$ cat src/rtl/stream_mux_nch.sv
// N-channel ready-less stream merger: per-channel FWFT FIFO, round-robin grant per word or packet.
// Optional macro STREAM_MUX_DROP_CNT_EN adds saturating 16-bit per-channel drop counters.
module stream_mux_nch_fifo #(
  parameter int DW = 9,
  parameter int AW = 4
) (
  input  logic          clk,
  input  logic          rst,
  input  logic          i_wr,
  input  logic [DW:0]   i_wdata,
  input  logic          i_rd,
  input  logic          i_ovf_clr,
  output logic [DW:0]   o_head,
  output logic [AW:0]   o_cnt,
  output logic [AW:0]   o_cnt_nxt,
  output logic          o_ovf,
  output logic [15:0]   o_drop_cnt
);
  localparam logic [AW:0] DEPTH = (AW+1)'(2**AW);

  logic [DW:0]   r_mem [2**AW];
  logic [AW-1:0] r_wp, r_rp;
  logic [AW:0]   r_cnt;
  logic          r_ovf;
  logic          w_wr, w_rd, w_drop;

  // Full test uses the registered count, so a pop cannot make room in the same cycle.
  assign w_wr      = i_wr & (r_cnt != DEPTH);
  assign w_drop    = i_wr & (r_cnt == DEPTH);
  assign w_rd      = i_rd & (r_cnt != '0);
  assign o_cnt_nxt = r_cnt + (AW+1)'(w_wr) - (AW+1)'(w_rd);
  assign o_cnt     = r_cnt;
  assign o_head    = r_mem[r_rp];
  assign o_ovf     = r_ovf;

  always_ff @(posedge clk or posedge rst) begin
    if (rst) begin
      r_wp  <= '0;
      r_rp  <= '0;
      r_cnt <= '0;
      r_ovf <= 1'b0;
    end else begin
      if (w_wr) r_wp <= r_wp + 1'b1;
      if (w_rd) r_rp <= r_rp + 1'b1;
      r_cnt <= o_cnt_nxt;
      if (w_drop)         r_ovf <= 1'b1;
      else if (i_ovf_clr) r_ovf <= 1'b0;
    end
  end

  always_ff @(posedge clk) begin
    if (w_wr) r_mem[r_wp] <= i_wdata;
  end

`ifdef STREAM_MUX_DROP_CNT_EN
  logic [15:0] r_drop_cnt;
  always_ff @(posedge clk or posedge rst) begin
    if (rst)                              r_drop_cnt <= '0;
    else if (i_ovf_clr)                   r_drop_cnt <= {15'd0, w_drop};
    else if (w_drop && r_drop_cnt != '1)  r_drop_cnt <= r_drop_cnt + 16'd1;
  end
  assign o_drop_cnt = r_drop_cnt;
`else
  assign o_drop_cnt = '0;
`endif
endmodule

module stream_mux_nch #(
  parameter  int NCH         = 4,
  parameter  int DW          = 9,
  parameter  int AW          = 4,
  parameter  int PACKET_MODE = 0,
  localparam int CW          = $clog2(NCH)
) (
  input  logic              aclk,
  input  logic              areset,
  input  logic [NCH-1:0]    s_tvalid,
  input  logic [NCH*DW-1:0] s_tdata,
  input  logic [NCH-1:0]    s_tlast,
  input  logic [NCH-1:0]    s_arb_req_suppress,
  output logic              m_tvalid,
  input  logic              m_tready,
  output logic [DW-1:0]     m_tdata,
  output logic              m_tlast,
  output logic [CW-1:0]     m_tid,
  output logic [NCH-1:0]    ovf,
  input  logic [NCH-1:0]    ovf_clr,
  output logic [NCH*16-1:0] drop_cnt
);
  typedef enum logic {IDLE, GRANT} state_t;

  state_t                    r_state, w_state_nxt;
  logic [CW-1:0]             r_grant, w_grant_nxt, r_rr, w_rr_nxt, w_sel;
  logic [NCH-1:0][DW:0]      w_head;
  logic [NCH-1:0][AW:0]      w_cnt, w_cnt_nxt;
  logic [NCH-1:0]            w_elig, w_pop, w_gnt_oh;
  logic [DW:0]               w_ghead;
  logic                      w_gvalid, w_hs, w_found, w_release;
  int                        w_idx;

  for (genvar k = 0; k < NCH; k++) begin : g_ch
    stream_mux_nch_fifo #(.DW(DW), .AW(AW)) u_fifo (
      .clk        (aclk),
      .rst        (areset),
      .i_wr       (s_tvalid[k]),
      .i_wdata    ({s_tlast[k] & (PACKET_MODE != 0), s_tdata[k*DW +: DW]}),
      .i_rd       (w_pop[k]),
      .i_ovf_clr  (ovf_clr[k]),
      .o_head     (w_head[k]),
      .o_cnt      (w_cnt[k]),
      .o_cnt_nxt  (w_cnt_nxt[k]),
      .o_ovf      (ovf[k]),
      .o_drop_cnt (drop_cnt[k*16 +: 16])
    );
    assign w_elig[k] = (w_cnt[k] != '0) & ~s_arb_req_suppress[k];
  end

  assign w_gnt_oh = NCH'(1) << r_grant;
  assign w_ghead  = w_head[r_grant];
  assign w_gvalid = (r_state == GRANT) && (w_cnt[r_grant] != '0);
  assign w_hs     = w_gvalid & m_tready;
  assign w_pop    = w_hs ? w_gnt_oh : '0;
  assign w_release = w_hs && ((PACKET_MODE == 0) || w_ghead[DW]);

  assign m_tvalid = w_gvalid;
  assign m_tdata  = w_gvalid ? w_ghead[DW-1:0] : '0;
  assign m_tlast  = w_gvalid & w_ghead[DW];
  assign m_tid    = w_gvalid ? r_grant : '0;

  // Round-robin search from rr+1, wrapping, rr itself checked last.
  always_comb begin
    w_sel   = '0;
    w_found = 1'b0;
    w_idx   = 0;
    for (int i = 1; i <= NCH; i++) begin
      w_idx = int'(r_rr) + i;
      if (w_idx >= NCH) w_idx = w_idx - NCH;
      if (!w_found && w_elig[w_idx]) begin
        w_found = 1'b1;
        w_sel   = CW'(w_idx);
      end
    end
  end

  always_comb begin
    w_state_nxt = r_state;
    w_grant_nxt = r_grant;
    w_rr_nxt    = r_rr;
    case (r_state)
      IDLE: begin
        if (w_found) begin
          w_grant_nxt = w_sel;
          w_rr_nxt    = w_sel;
          w_state_nxt = GRANT;
        end
      end
      GRANT: begin
        // Another eligible channel forces a pass through IDLE for fairness.
        if (w_release) begin
          if (|(w_elig & ~w_gnt_oh))            w_state_nxt = IDLE;
          else if (w_cnt_nxt[r_grant] == '0)    w_state_nxt = IDLE;
        end else if (PACKET_MODE == 0 && !w_gvalid) begin
          w_state_nxt = IDLE;
        end
      end
      default: w_state_nxt = IDLE;
    endcase
  end

  always_ff @(posedge aclk or posedge areset) begin
    if (areset) begin
      r_state <= IDLE;
      r_grant <= '0;
      r_rr    <= '0;
    end else begin
      r_state <= w_state_nxt;
      r_grant <= w_grant_nxt;
      r_rr    <= w_rr_nxt;
    end
  end
endmodule

$ cat config.mk
export PLATFORM = sky130hd
export DESIGN_NAME = stream_mux_nch
export DESIGN_NICKNAME = d
export VERILOG_FILES = /design/src/rtl/stream_mux_nch.sv
export SDC_FILE = /design/constraint.sdc
export NUM_CORES = 1
export LEC_CHECK = 0
export BUFFER_PORTS_ARGS = -buffer_cell sky130_fd_sc_hd__buf_4
export CAP_MARGIN = 25
export CORE_MARGIN = 5
export CORE_UTILIZATION = 55
export CTS_BUF_LIST = sky130_fd_sc_hd__clkbuf_8 sky130_fd_sc_hd__clkbuf_16
export DETAILED_ROUTE_END_ITERATION = 8
export PLACE_DENSITY = 0.77
export SYNTH_ARGS = -nofsm -noshare
export SYNTH_HDL_FRONTEND = slang
export SYNTH_SLANG_ARGS = --single-unit
export TNS_END_PERCENT = 1
$ cat constraint.sdc
create_clock -name aclk -period 4.5 [get_ports aclk]
set_clock_uncertainty 0.2 [all_clocks]
set_input_delay 0.45 -clock aclk [delete_from_list [all_inputs] [get_ports aclk]]
set_output_delay 0.45 -clock aclk [all_outputs]
set_load 0.01 [all_outputs]
==> impl_results.md <==
* Final setup fails at 0
* Row cnt at 80
* Area Growth Syn to Fin at 13.1%
* Gate count of the mapped netlist at between 1000 and 1500
* WL/cell at 24.0 µm
* Post-synth EDFFs at between 500 and 600
* Path depth of the worst reg2reg path at 17
* First-pass GRT wire length at 85600 µm
* Startpoint Class: flip-flop
* Synth area leader: edfxtp_1
* Yosys top cell area share at between 60% and 70%
* Total Routing Usage GR at 21.2%
* Placed insts at around 2200
* Asr flop ratio synth at about 9.3%
* Final HPWL from detailed placement at approximately 36000 µm
* Sequential share of the synthesized area at 70.4%
* Part of the power in registers at a little over two fifths
* Max rail drop VDD at 0.309 mV
* Critical Path Sink Type: flip-flop
* Slowest CP cell: or4_1
* Number of fill cells in the layout at about 3200
* Avg Inst Size Synth at 17.8 µm²
* LEAKAGE at about 10 nW
* Kind of critical path: reg -> reg
* WL final at approximately 56000 µm
* H-Tree Depth at 2
* CP top delay family: simple AND/OR/NAND/NOR gates
* Starting DRT DRC Count at ~1400
* DRC Markers at 0
* Worst r2r dst: r_state
* Number of distinct library cells after synthesis at approximately 60
* Slew headroom at between 20% and 30%
* Post-layout min period at between 4000 and 5000 ps
* Nets at ~1800
* Initial core utilization at about 56%
* Slew @ Worst Pin at between 1000 and 1500 ps
* Setup TNS at 0 ps
* Vias per cell at 5.98
* Global placer's final weighted congestion at ~0.83
* Post-route ant nets at 0
* FF/Latch Area at around 0.019 mm²
* Flops & latches, synth at between 600 and 700
* Die Y at about 230 µm
* Clock sinks at roughly 640
* Io pins at roughly 140
* ANT cells at 0
* F_max at 233 MHz
* Vias in the first global route at about 14000
* Via count at approximately 14000
* Worst R2R Setup Slack at 220 ps
* RSZ-0062 raised after global routing: false
* Port bufs at 66
* Sw frac at between 30 and 40%
* Arrival @ worst endpoint at between 4000 and 5000 ps
* Largest cells by area after synthesis: edfxtp_1, mux4_2, dfrtp_1, buf_4, ha_1
* Status: completed
* CP max FO at 12
* Clock Pin Slew Worst Setup and Hold Paths at roughly 60 ps
* CP bufs+invs at 4
* Layout Cell Area excl Fill at 0.0302 mm²
* Logic pwr share at 31.6%
* Pwr/cell area at about 620 mW/mm²
* Net switching power at around 6.1 mW
* Hold crit path type: in -> async
* Period utilization at 95.2%
* CTS Root Cell: clkbuf_16
* Die Area at between 0.05 and 0.06 mm²
* Clock group share of total power at approximately 26%
* Final Slew Violations at 0
* Max_cap viols at 0
* Yosys warns at 0
* Skew-Pair Late Insertion Delay at just over 600 ps
* Num CTS Buffers at between 60 and 70
* Crit path cell chain: buf_4 -> nor4_1 -> nand2_1 -> a32oi_2 -> buf_4 -> nor3_1 -> ha_1 -> inv_1 -> ha_1 -> inv_1 -> fa_1 -> nand2b_1 -> a21oi_1 -> xnor2_1 -> nor4_1 -> or4_1 -> o221ai_1
* Initial antenna violation count at 1
* Area of the mapped netlist at roughly 0.027 mm²
* Layout cells sized above 1 at roughly 22%
* Hold_ws at about 62 ps
* Core box area at ~0.048 mm²
* 1st-pass router iterations at 5
* Largest stage delay, worst path at slightly below 500 ps
* Reg-to-Reg Start: r_rr[1]
* Main synth FF type: edfxtp_1
* Total gr overflow at 0
* Area of the multi-input gates at a little over 0.007 mm²
* Critical Path RT at slightly below 5000 ps
* Cell area after placement at around 0.028 mm²
* Pin count of the biggest net entering global routing at between 50 and 60
* Max clock buf depth at 3
* Internal power at 12.7 mW
* Layout Cells excl Fill at approximately 2300
* # Post-CTS Setup Buffers at 0
* Endpoints failing hold at 0
* CTS tree: built
* Die W at between 200 and 250 µm
metrics by stage:
stage	setup slack, ps	total power [mW]	utilization (%)
2_1_floorplan	607	12.0	-
3_3_place_gp	396	13.7	57.9
3_5_place_dp	217	14.0	58.0
4_1_cts	172	18.9	62.9
5_1_grt	23.0	19.8	63.0
6_report	217	18.8	63.0
worst max-delay path by stage:
stage               cells after the start                     from       to
floorplan                              17                  r_rr[1]  r_state
global placement                       16                  r_rr[1]  r_state
detailed placement                     15  g_ch[1].u_fifo.o_cnt[1]  r_state
CTS                                    15                  r_rr[1]  r_state
global route                           17                  r_rr[1]  r_state
finish                                 17                  r_rr[1]  r_state
synthesized netlist by cell type (10+ instances only):
| master | count |
|---|---|
| clkbuf_1 | 30 |
| a31oi_1 | 15 |
| mux2i_1 | 44 |
| nor2b_1 | 18 |
| a22oi_1 | 29 |
| nand2b_1 | 10 |
| ha_1 | 48 |
| o21ai_0 | 21 |
| nor2_1 | 64 |
| nand3_1 | 22 |
| mux4_2 | 134 |
| inv_1 | 52 |
| xnor2_1 | 27 |
| nor3_1 | 23 |
| dfrtp_1 | 59 |
| and2_1 | 12 |
| buf_4 | 80 |
| a21oi_1 | 26 |
| buf_2 | 19 |
| edfxtp_1 | 576 |
| nand4_1 | 11 |
| a211oi_1 | 14 |
| nand2_1 | 44 |
| xor2_1 | 15 |
what timing repair did:
action,4_1_cts,5_1_grt
resized for setup,0,1
hold buffers,44,0
endpoints found under the setup margin,0,1
hold endpoints to repair,592,0
kinds of logic (layout without fill, tap and decap cells):
group,Yosys count,after routing,synth area share (%)
flip-flops,635,635,70.4
other,1,65,0.0141
adder cells (fa/ha/maj),52,52,2.55
multiplexers,188,188,13.4
AND/OR/NAND/NOR,239,239,4.65
buffers and inverters,193,335,3.96
XOR/XNOR,42,42,1.38
AO/OA/AOI/OAI,144,144,3.61
power groups by stage:
stage	logic [mW]	clock network, mW	registers, mW
2_1_floorplan	4.45	0	7.60
3_3_place_gp	5.66	0	8.07
3_5_place_dp	5.87	0	8.11
4_1_cts	5.95	4.95	7.99
5_1_grt	6.45	5.21	8.11
6_report	5.93	4.86	7.98
routing by layer:
layer  up-vias  wire [µm]  track usage [%]
met5         -         13                0
met4         2       1720             6.61
met3       101       4840             5.74
met2       578      26800             33.5
met1      7104      22100             29.4
li1       6061          -                -
cell type report:
cell class / instances / share of cell area, %
multi-input cells: 730 / 23.4
clock buffers: 64 / 5.27
clock inverters: 51 / 1.07
flip-flops and latches: 635 / 62.3
repair buffers: 166 / 4.71
inverters: 54 / 0.676
well taps: 615 / 2.55
registers in the layout, indices dropped and copies added, names as in the netlist:
name,flops
g_ch.u_fifo.o_cnt,20
g_ch.u_fifo.o_ovf,4
g_ch.u_fifo.r_mem,576
g_ch.u_fifo.r_rp,16
g_ch.u_fifo.r_wp,16
r_rr,2
r_state,1
layout by cell type (no fill, tap or decap), drive strengths merged, types with 48 or more instances in the layout:
cell type,Yosys,final
buf,109,122
mux4,134,134
ha,48,48
dfrtp,59,59
nor2,64,64
clkbuf,30,64
conb,1,65
inv,52,65
edfxtp,576,576
tightest hold or removal path, cell delays in order:
cell           delay, ps
dlygate4sd3_1        540
buf_4                140
clkinv_2              80
Power figures use the tool's default switching activity.
